`src/rtl/pulse_stretcher.sv`:
```
// Stretches short event pulses into output pulses with a guaranteed minimum ON and OFF time.
// One event can be queued while a pulse runs; any further event is dropped and flagged in overrun_o.
module pulse_stretcher #(
    parameter int unsigned clk_freq  = 12_000_000,
    parameter int unsigned on_freq   = 20,
    parameter int unsigned off_freq  = 20,
    parameter bit          retrigger = 1'b1
) (
    input  logic clk,
    input  logic areset_n,
    input  logic event_i,
    input  logic clr_i,
    output logic drive_o,
    output logic busy_o,
    output logic overrun_o
);

    localparam int unsigned on_limit  = clk_freq / on_freq;
    localparam int unsigned off_limit = clk_freq / off_freq;
    localparam int unsigned max_limit = (on_limit > off_limit) ? on_limit : off_limit;
    localparam int unsigned cnt_w     = $clog2(max_limit + 1);

    localparam logic [cnt_w-1:0] on_last  = cnt_w'(on_limit - 1);
    localparam logic [cnt_w-1:0] off_last = cnt_w'(off_limit - 1);

    if (on_limit < 1) begin : g_on_limit_check
        $error("pulse_stretcher: on_limit must be at least 1");
    end
    if (off_limit < 1) begin : g_off_limit_check
        $error("pulse_stretcher: off_limit must be at least 1");
    end

    typedef enum logic [1:0] {
        StIdle,
        StOn,
        StOff
    } state_e;

    state_e             state_q, state_d;
    logic [cnt_w-1:0]   cnt_q, cnt_d;
    logic               event_q;
    logic               pending_q, pending_d;
    logic               overrun_q, overrun_d;
    logic               drive_q, busy_q;
    logic               ev_rise;
    logic               lost;

    assign ev_rise = event_i & ~event_q;

    always_comb begin
        state_d   = state_q;
        cnt_d     = cnt_q;
        pending_d = pending_q;
        lost      = 1'b0;

        case (state_q)
            StIdle: begin
                if (ev_rise) begin
                    state_d = StOn;
                    cnt_d   = '0;
                end
            end

            StOn: begin
                // A restart beats the end-of-ON transition, even on the last ON cycle.
                if (ev_rise && retrigger) begin
                    cnt_d = '0;
                end else begin
                    if (cnt_q == on_last) begin
                        state_d = StOff;
                        cnt_d   = '0;
                    end else begin
                        cnt_d = cnt_q + 1'b1;
                    end
                    if (ev_rise) begin
                        if (pending_q) begin
                            lost = 1'b1;
                        end else begin
                            pending_d = 1'b1;
                        end
                    end
                end
            end

            StOff: begin
                if (cnt_q == off_last) begin
                    cnt_d = '0;
                    if (pending_q) begin
                        state_d   = StOn;
                        pending_d = 1'b0;
                        lost      = ev_rise;
                    end else if (ev_rise) begin
                        // Consumed directly: the next pulse starts without going through pending.
                        state_d = StOn;
                    end else begin
                        state_d = StIdle;
                    end
                end else begin
                    cnt_d = cnt_q + 1'b1;
                    if (ev_rise) begin
                        if (pending_q) begin
                            lost = 1'b1;
                        end else begin
                            pending_d = 1'b1;
                        end
                    end
                end
            end

            default: begin
                state_d   = StIdle;
                cnt_d     = '0;
                pending_d = 1'b0;
            end
        endcase
    end

    // Setting wins over clearing so a loss in the clear cycle is never hidden.
    always_comb begin
        overrun_d = overrun_q;
        if (lost) begin
            overrun_d = 1'b1;
        end else if (clr_i) begin
            overrun_d = 1'b0;
        end
    end

    always_ff @(posedge clk or negedge areset_n) begin
        if (!areset_n) begin
            state_q   <= StIdle;
            cnt_q     <= '0;
            event_q   <= 1'b0;
            pending_q <= 1'b0;
            overrun_q <= 1'b0;
            drive_q   <= 1'b0;
            busy_q    <= 1'b0;
        end else begin
            state_q   <= state_d;
            cnt_q     <= cnt_d;
            event_q   <= event_i;
            pending_q <= pending_d;
            overrun_q <= overrun_d;
            drive_q   <= (state_d == StOn);
            busy_q    <= (state_d != StIdle);
        end
    end

    assign drive_o   = drive_q;
    assign busy_o    = busy_q;
    assign overrun_o = overrun_q;

endmodule

```
`config.mk`:
```
export PLATFORM = sky130hd
export DESIGN_NAME = pulse_stretcher
export DESIGN_NICKNAME = d
export VERILOG_FILES = /design/src/rtl/pulse_stretcher.sv
export SDC_FILE = /design/constraint.sdc
export NUM_CORES = 1
export LEC_CHECK = 0
export CAP_MARGIN = 15
export CORE_UTILIZATION = 55
export DETAILED_ROUTE_END_ITERATION = 12
export PLACE_DENSITY = 0.79
export SETUP_SLACK_MARGIN = 0.5
export SLEW_MARGIN = 20
export SYNTH_ARGS = -nofsm -noshare
export SYNTH_HDL_FRONTEND = slang
export SYNTH_SLANG_ARGS = --single-unit
```
`constraint.sdc`:
```
create_clock -name clk -period 3.11 [get_ports clk]
set_input_delay 0.311 -clock clk [delete_from_list [all_inputs] [get_ports clk]]
set_output_delay 0.311 -clock clk [all_outputs]
set_load 0.01 [all_outputs]
```
==> results.md <==
Outcome:
- The run finished, with violations left.
- The final reports fail on design-rule violations.

Power:
- Of the total power, combinational logic draws 0.187.
- The switching power as a share of total power is 0.299.
- In this run the power spent charging and discharging nets is 0.000198 W.
- Of the total power, the clock network draws 0.244.
- The power density over the cells is 365 nW/um2.
- The fraction of power consumed by sequential logic is 0.569.
- The total power after layout is 0.000662 W.
- VDD sags by at most 242 uV.
- The internal cell power is 0.000464 W.
- The static leakage is 0.773 nW.

Floorplanning:
- The area of the die is 3260 um2.
- After floorplanning, the core was sized to cover 2830 um2.
- The vertical die dimension is 57.1 um.
- From left edge to right edge, the die measures 57.1 um.
- The standard-cell row count is 19.
- The initial utilization of the core area, before any placement, comes to 0.591.
- The boundary pin count is 7.

Timing:
- Timing would allow up to 425 MHz.
- The count of endpoints failing hold in the final timing report was 0.
- The transition time at the pin with the least slew margin is 522 ps.
- The number of pins exceeding their max-slew limit in the final report is 0.
- The final worst-path cycle share is 0.756.
- On the final layout, the worst clock skew is 3.50 ps.
- The total setup violations reported at the end of the flow is 0.
- The worst slew slack as a fraction of its limit is 0.647.
- Setup repair after global routing left no endpoint under its margin.
- Across all hold checks on the routed design, the worst slack comes to 311 ps.
- The minimum period implied by the final worst setup slack is 2350 ps.
- The sum of negative setup slack is 0 ps.

Clock network:
- The number of hold buffers added after CTS was 0.
- The number of clock sinks is 27.
- The latest clock arrival within the worst-skew pair is 340 ps.
- In this run, post-CTS repair resized a total of 0 instances.
- The number of levels in the clock H-tree is 1.
- The clock tree from TritonCTS is yes.
- After clock tree synthesis, the clock-pin slew on the worst setup and hold paths is 150 ps.
- The CTS buffer count is 3.
- The clock passes through at most 2 buffers.
- The clock root buffer master is clkbuf_4.

Synthesis:
- After technology mapping, the gate count stands at 185.
- After synthesis, the most frequently instantiated cells are 27 x dfrtp_1, 19 x nand2_1, 19 x nand3_1, 16 x a31oi_1.
- Counting distinct cell types in the post-synthesis netlist gives 47.
- For this run, the number of Yosys warnings is 0.
- For this run, the register share of the synthesized area comes to 0.404.
- By area the synthesized netlist is led by dfrtp_1 40%, a31oi_1 6.0%, nand3_1 5.7%.
- The average footprint of a synthesized cell is 9.04 um2.
- For this run, asynchronously set or reset flops after synthesis account for 1.00.
- In this run, synthesis inferred 0 flip-flops with an integrated enable.
- In the synthesized netlist the dominant register cell turns out to be dfrtp_1.
- The total of flip-flops plus latches after synthesis is 27.
- The cell type contributing the most total cell area after synthesis is dfrtp_1.
- Of the post-synthesis cell area, the dominant cell type holds 0.404.
- In the post-synthesis netlist, the cell with the most instances is dfrtp_1.
- The number of nets in the synthesized netlist is 194.
- The mapped cell area is 1670 um2.

Setup path:
- The critical register-to-register path endpoint is cnt_q[9]$_DFFE_PN0P_.
- The launch point of the worst path is cnt_q[0]$_DFFE_PN0P_.
- STA classifies the critical path startpoint as a flip-flop.
- The maximum fanout along the worst path is 23.
- The signal arrival time at the worst endpoint is 2580 ps.
- In this run the critical register-to-register path is launched from cnt_q[0]$_DFFE_PN0P_.
- Traced cell by cell, the critical path runs through ha_1, nand3_2, nor4_4, nand2_2, nand2_2, o21ai_0.
- For this design, the slowest cell found on the critical path is nor4_4.
- The most frequent cell on the critical path is nand2_2.
- On the worst path, the slowest cell contributes a delay of 500 ps.
- Measured in cells, the most critical reg-to-reg path has a length of 6.
- The worst setup path is captured at a flip-flop.
- For flop-to-flop paths, the worst setup slack is 760 ps.
- The required time of the worst setup path is 3330 ps.
- The startpoint-to-endpoint class of the critical path is reg -> reg.
- The capture point of the critical path is cnt_q[9]$_DFFE_PN0P_.

Drt:
- The starting DRC count in detailed routing is 107.
- The total vias in the final route is 1480.
- Summed over all layers, the routed wires come to 3.70 mm.
- The final routed DRC violation total is 2.
- For this run, the detailed router's first-pass iteration total came to 8.
- The final antenna-violating net count is 0.
- Using the TritonRoute via totals, the vias-per-cell ratio works out to 6.55.
- Dividing the detail-routed wire length by the instance count gives 16.3 um.

Layout:
- The share of post-route cells with drive strength above 1 is 0.108.
- The number of inserted diodes is 0.
- In the final design database the tool counted 205 nets.
- For this run, the share of the core covered by cells in the final layout is 0.640.
- The area overhead of the layout relative to synthesis is 8.38%.

Job:
- The tool flagged a number of max-cap violations equal to 0.

Global routing:
- The via count of the first global-routing pass is 1276.
- The first global-routing pass estimated 5.82 mm of wire.
- Across every metal layer, demand over resource in global routing totals 0.232.
- The aggregate global routing overflow is 0.
- Entering global routing, the biggest net connects 28 pins.
- The initial antenna violation count came to 0.

Placed design:
- The count of buffers inserted at the top-level ports is 6.
- Once detailed placement completed, the half-perimeter wirelength came to 2.61 mm.
- The congestion estimate from routability-driven global placement came to 0.911.

Worst hold path:
- The worst hold path belongs to the class in -> async.
==> critical path: cells and delay by family (launching register included) <==
| family | cells | cell delay [ps] |
|---|---|---|
| flops | 1 | 460 |
| fa+ha+maj | 1 | 260 |
| compound gates | 1 | 140 |
| simple gates | 4 | 1360 |
==> stage by stage <==
stage	instances	area, um2	setup slack, ps
2_1_floorplan	185	1670	1180
3_3_place_gp	216	1740	661
3_5_place_dp	216	1740	582
4_1_cts	220	1770	631
5_1_grt	226	1810	620
6_report	226	1810	758
==> power by group through the flow <==
stage                     Sequential, W  Combinational [W]  Clock [W]
after floorplan                0.000383          0.0000805          0
after global placement         0.000382           0.000118          0
after detailed placement       0.000383           0.000121          0
after CTS                      0.000377           0.000121   0.000167
after global routing           0.000379           0.000135   0.000173
final                          0.000377           0.000124   0.000161
==> layout make-up <==
class,count,area [um2]
Tap cell,31,38.8
Multi-Input combinational cell,143,925
Clock inverter,1,7.51
Clock buffer,3,22.5
Inverter,8,30.0
Fill cell,233,1020
Timing Repair Buffer,13,113
Sequential cell,27,676
==> cell families (layout without fill, tap and decap cells) <==
family	Yosys count	in the layout	share of synthesized area
and+or+nand+nor	89	89	0.316
AOI/OAI and AO/OA	43	43	0.167
DFF	27	27	0.404
buffers and inverters	15	25	0.0427
adders and majority gates	5	5	0.0374
xor gates and xnor gates	4	4	0.0210
muxes	2	2	0.0120
==> worst min path at each step <==
stage	from	end	slack, ps
2_1_floorplan	areset_n	busy_o$_DFF_PN0_	20
3_3_place_gp	overrun_o$_DFFE_PN0P_	overrun_o$_DFFE_PN0P_	510
3_5_place_dp	cnt_q[15]$_DFFE_PN0P_	cnt_q[15]$_DFFE_PN0P_	510
4_1_cts	areset_n	cnt_q[11]$_DFFE_PN0P_	330
5_1_grt	areset_n	cnt_q[11]$_DFFE_PN0P_	360
6_report	areset_n	cnt_q[7]$_DFFE_PN0P_	310
==> layout by cell type, fill, tap and decap left out, types with 3 or more instances in the layout <==
cell,instances
dfrtp_1,27
nand2_1,19
nand3_1,19
a31oi_1,16
inv_1,8
nand4_1,8
nor2_1,8
o21ai_0,7
buf_4,7
a21oi_1,6
and3_1,6
clkdlybuf4s50_1,6
ha_1,5
nor2b_1,4
nor3_1,4
xnor2_1,3
clkbuf_4,3
==> routing by layer <==
layer / vias up / share of wire / global-route usage
li1: 715 / - / -
met4: 0 / 0.016 / 0.0836
met5: - / 0 / 0
met1: 709 / 0.46 / 0.324
met2: 47 / 0.48 / 0.376
met3: 9 / 0.047 / 0.0227
==> timing repair <==
item                                    4_1_cts  5_1_grt
endpoints found under the setup margin        0        6
setup buffers                                 0        6
endpoints found under the hold margin         0        0
==> sequential cells by signal, indices dropped and copies added (netlist names) <==
| register | count |
|---|---|
| busy_o | 1 |
| drive_o | 1 |
| pending_q | 1 |
| state_q | 2 |
| overrun_o | 1 |
| cnt_q | 20 |
| event_q | 1 |
Power figures use the tool's default switching activity.
